`src/rtl/spin_sequencer.sv`:
```
// Slot-machine game controller: bet check, reel stop sequencing, payout and credit.
// Optional `SPIN_SEQ_JACKPOT_EN: a 777 result pays 255.
module spin_sequencer #(
    parameter int          REEL_DELAY    = 4,
    parameter logic [7:0]  START_CREDITS = 8'd100
) (
    input  logic        clk,
    input  logic        rst,
    input  logic        spin_req,
    input  logic [3:0]  bet,
    input  logic [11:0] rand_cnt,
    output logic [11:0] reels,
    output logic [7:0]  credits,
    output logic [7:0]  payout,
    output logic        busy,
    output logic        win,
    output logic        done,
    output logic        reject
);

    localparam int TW = (REEL_DELAY > 1) ? $clog2(REEL_DELAY) : 1;
    localparam logic [TW-1:0] T_LAST = TW'(REEL_DELAY - 1);

    typedef enum logic [2:0] {
        IDLE, STOP0, STOP1, STOP2, EVAL, CREDIT
    } state_t;

    state_t        state_q, state_d;
    logic          req_q;
    logic [TW-1:0] timer_q, timer_d;
    logic [3:0]    bet_q, bet_d;
    logic [7:0]    credits_q, credits_d;
    logic [11:0]   reels_q, reels_d;
    logic [7:0]    payout_q, payout_d;
    logic          busy_q, win_q, win_d, done_q, done_d, reject_q, reject_d;

    logic       req_edge, tick, triple, pair, jackpot;
    logic [8:0] sum9;
    logic [7:0] pay_c;

    always_comb begin
        req_edge = spin_req & ~req_q;
        tick     = (timer_q == T_LAST);
        triple   = (reels_q[11:8] == reels_q[7:4]) && (reels_q[7:4] == reels_q[3:0]);
        pair     = (reels_q[11:8] == reels_q[7:4]) || (reels_q[7:4] == reels_q[3:0]);
`ifdef SPIN_SEQ_JACKPOT_EN
        jackpot  = (reels_q == 12'h777);
`else
        jackpot  = 1'b0;
`endif
        if (jackpot)     pay_c = 8'hFF;
        else if (triple) pay_c = {4'd0, bet_q} * 8'd10;
        else if (pair)   pay_c = {3'd0, bet_q, 1'b0};
        else             pay_c = 8'd0;
        sum9 = {1'b0, credits_q} + {1'b0, payout_q};

        state_d   = state_q;
        timer_d   = timer_q;
        bet_d     = bet_q;
        credits_d = credits_q;
        reels_d   = reels_q;
        payout_d  = payout_q;
        win_d     = 1'b0;
        done_d    = 1'b0;
        reject_d  = 1'b0;

        unique case (state_q)
            IDLE: begin
                if (req_edge) begin
                    if (bet != 4'd0 && {4'd0, bet} <= credits_q) begin
                        credits_d = credits_q - {4'd0, bet};
                        bet_d     = bet;
                        timer_d   = '0;
                        state_d   = STOP0;
                    end else begin
                        reject_d  = 1'b1;
                    end
                end
            end
            STOP0, STOP1, STOP2: begin
                timer_d = timer_q + TW'(1);
                if (tick) begin
                    timer_d = '0;
                    if (state_q == STOP0) begin
                        reels_d[11:8] = rand_cnt[11:8];
                        state_d       = STOP1;
                    end else if (state_q == STOP1) begin
                        reels_d[7:4]  = rand_cnt[7:4];
                        state_d       = STOP2;
                    end else begin
                        reels_d[3:0]  = rand_cnt[3:0];
                        state_d       = EVAL;
                    end
                end
            end
            EVAL: begin
                payout_d = pay_c;
                state_d  = CREDIT;
            end
            CREDIT: begin
                credits_d = sum9[8] ? 8'hFF : sum9[7:0];
                done_d    = 1'b1;
                win_d     = (payout_q != 8'd0);
                state_d   = IDLE;
            end
            default: state_d = IDLE;
        endcase
    end

    always_ff @(posedge clk) begin
        if (rst) begin
            state_q   <= IDLE;
            req_q     <= 1'b0;
            timer_q   <= '0;
            bet_q     <= 4'd0;
            credits_q <= START_CREDITS;
            reels_q   <= 12'd0;
            payout_q  <= 8'd0;
            busy_q    <= 1'b0;
            win_q     <= 1'b0;
            done_q    <= 1'b0;
            reject_q  <= 1'b0;
        end else begin
            state_q   <= state_d;
            req_q     <= spin_req;
            timer_q   <= timer_d;
            bet_q     <= bet_d;
            credits_q <= credits_d;
            reels_q   <= reels_d;
            payout_q  <= payout_d;
            busy_q    <= (state_d != IDLE);
            win_q     <= win_d;
            done_q    <= done_d;
            reject_q  <= reject_d;
        end
    end

    assign reels   = reels_q;
    assign credits = credits_q;
    assign payout  = payout_q;
    assign busy    = busy_q;
    assign win     = win_q;
    assign done    = done_q;
    assign reject  = reject_q;

endmodule

```
`config.mk`:
```
export PLATFORM = sky130hd
export DESIGN_NAME = spin_sequencer
export DESIGN_NICKNAME = d
export VERILOG_FILES = /design/src/rtl/spin_sequencer.sv
export SDC_FILE = /design/constraint.sdc
export NUM_CORES = 1
export LEC_CHECK = 0
export BUFFER_PORTS_ARGS = -buffer_cell sky130_fd_sc_hd__buf_2
export CAP_MARGIN = 5
export CORE_ASPECT_RATIO = 1.75
export CORE_UTILIZATION = 49
export CTS_CLUSTER_DIAMETER = 200
export DETAILED_ROUTE_END_ITERATION = 12
export HOLD_SLACK_MARGIN = 0.06
export PLACE_DENSITY = 0.76
export SLEW_MARGIN = 20
export SYNTH_ARGS = -nofsm -noshare
export SYNTH_HDL_FRONTEND = slang
export SYNTH_SLANG_ARGS = --single-unit
```
`constraint.sdc`:
```
create_clock -name clk -period 2.2 [get_ports clk]
set_input_delay 0.33 -clock clk [delete_from_list [all_inputs] [get_ports clk]]
set_output_delay 0.33 -clock clk [all_outputs]
set_load 0.02 [all_outputs]
```
==> results.cfg <==
[global_routing]
grt_overflow = 0
met3_usage_pct = 4.37
grtUsageMet1_pct = 23.9
antenna_found_initial = 0
track_usage_pct = 25.6
grt_first_pass_wirelength_um = 9380
gr-usage-met2_pct = 47.6
grt_pass1_vias = 2137
grt-busiest-layer = met2
grt_max_degree = 28

[detailed_routing]
first_pass_iters = 4
viasPerCell = 5.68
wire_per_inst_um = 15.5
wirelength_um = 6130
vias = 2236
drtAntennaViolNets = 0
drt_iter0_drc = 20
drc = 0

[timing]
finalHoldViolations = 0
final.setup_skew_ns = 0.0115
finalSetupViolCount = 0
post-route-period-util_pct = 96.6
slew_viol_final = 0
slew-limit-headroom_pct = 58.1
whs_ns = 0.263
period_minus_slack_ns = 2.13
setup_tns_ns = 0
fmax_mhz = 471
worst_slew_pin_slew_ns = 0.627

[logic_synthesis]
ys_seq_area_share_pct = 34.6
synth_cell_types = 46
ys_warn_count = 0
post_synth.cell_area_avg_sq_um = 8.71
syn_nets = 310
ys_ff_latch = 41
synth_cells = 272
netlist_area_sq_um = 2370

[floorplan]
ios = 51
fp.dieW_um = 54.6
die_y_um = 94.0
start_util_pct = 50.8
core_sq_um = 4670
die-area_sq_um = 5130
rows = 33

[clocking]
clkLatencyLatePin_ns = 0.29
ctsHoldBuffers = 0
root_buffer = clkbuf_8
path_clk_slew_ns = 0.08
cts.sinks = 41
cts_htree_levels = 2
cts_tree = done
cts_buffers = 5
clockBufferDepth = 2
post-cts-setup-buffers = 0

[placement]
dp_hpwl_um = 4900
gp_congestion = 0.886
io_buffers = 49
postPlaceCellArea_sq_um = 2810

[cells_and_area]
design_area_sq_um = 2960
antenna_cells = 0
area_growth_syn_to_layout_pct = 25.0
num-fill-cells = 439
mostFrequentLayoutCells = buf_2, dfxtp_1, nor2_1, buf_4, mux2i_1
nets = 379
layout_commonest_cell = buf_2
drive_gt1_share_pct = 28.4

[critical_path]
critical_path.endpoint_type = register
crit_required_ns = 2.41
critPathArrivalTime_ns = 2.34
cp_max_fo = 6
startpoint_type = register
crit_type = reg -> reg
r2r_slack_ns = 0.07

[pwr]
vdd_ir_drop_max_v = 0.000516
power.density_nw_per_um2 = 554
power.total_mw = 1.64
p_leak_nw = 1.37

[hold_path]
hold_class = in -> reg

[status]
outcome = finished, final reports clean

[run]
max-cap-violations = 0
area by class of cell:
type,count,area (sq um),area share (%)
Clock inverter,2,13.8,0.465
Clock buffer,6,82.6,2.79
Tap cell,52,65.1,2.20
Sequential cell,41,822,27.8
Inverter,12,45.0,1.52
Multi-Input combinational cell,208,1510,50.9
Timing Repair Buffer,73,425,14.4
power breakdown:
| group | leakage (nW) | switching (mW) | total, mW | internal [mW] |
|---|---|---|---|---|
| combinational | 0.987 | 0.181 | 0.329 | 0.148 |
| sequential | 0.333 | 0.0256 | 0.793 | 0.768 |
| clock | 0.0512 | 0.264 | 0.518 | 0.254 |
repair_timing:
item / in CTS / in global routing
hold endpoints to repair: 0 / 0
pin swaps: 0 / 4
gates cloned: 0 / 0
resized for setup: 1 / 11
endpoints found under the setup margin: 1 / 7
critical path, stage by stage (launching register included):
cell and delay, ns:
dfxtp_2 0.35, inv_1 0.04, ha_1 0.21, fa_2 0.36, nand2b_4 0.15, a21oi_2 0.22, o21ai_4 0.10, o41a_1 0.41
a211oi_2 0.22
state kept, by name (all words and copies together), names as in the netlist:
register,cells
reject,1
win,1
timer_q,2
req_q,1
bet_q,4
reels,12
busy,1
credits,8
done,1
state_q,3
payout,7
through the flow:
stage                     cells  setup slack, ns  utilization (%)
final                       394           0.0748             63.5
after floorplan             272           0.0432                -
after global routing        394          -0.0623             63.5
after CTS                   394           0.0533             62.4
after global placement      386           0.0159             60.2
after detailed placement    386          -0.0147             60.2
kinds of logic (layout without fill, tap and decap cells):
| logic type | count (synthesis) | in the layout | share of synthesized area, % |
|---|---|---|---|
| other | 1 | 1 | 0.158 |
| buffers and inverters | 23 | 93 | 4.22 |
| adder cells (fa/ha/maj) | 19 | 19 | 11.0 |
| multiplexers | 18 | 18 | 7.60 |
| XOR/XNOR | 18 | 18 | 6.65 |
| AND/OR/NAND/NOR | 101 | 101 | 21.3 |
| AO/OA/AOI/OAI | 51 | 51 | 14.5 |
| flip-flops | 41 | 41 | 34.6 |
cells in the mapped netlist, drive strengths merged:
cell type  number  share of area [%]
dfxtp          41                 35
nor3           11                2.3
and2            1               0.26
nand4           4                1.1
nor2           36                5.7
nand3           6                1.3
a221oi          2               0.74
buf             5                1.4
nand2b          4                1.1
a21oi          17                3.6
o21a            4                1.3
o31ai           2               0.63
xor2            5                1.8
nand2          17                2.7
a311oi          2               0.74
ha             16                8.4
a32oi           1               0.37
a211oi          6                1.9
o21ai           8                1.8
clkbuf          6               0.95
nor4bb          1               0.42
fa              3                2.5
a21o            1               0.32
o2111a          1               0.48
mux2i          18                7.6
a221o           1               0.42
and3            3               0.79
nand4b          1               0.37
nor4            8                2.7
a2111oi         1               0.42
nor2b           2               0.53
xnor2          13                4.8
or3             3               0.79
o41a            2               0.95
a31oi           3               0.79
conb            1               0.16
nand3b          2               0.63
inv            12                1.9
or2             2               0.63
per-layer routing:
layer / up-vias / wire (um)
met5: - / 0
met4: 0 / 303
met3: 21 / 216
met2: 66 / 3260
met1: 1035 / 2340
li1: 1114 / -
final timing paths:
path	end	depth (start not counted)	startpoint
worst max-delay path	credits[5]	8	credits[0]
worst min-delay path	req_q	2	spin_req
worst max register to register	credits[5]	8	credits[0]
worst min register to register	credits[0]	2	credits[0]
Power figures use the tool's default switching activity.
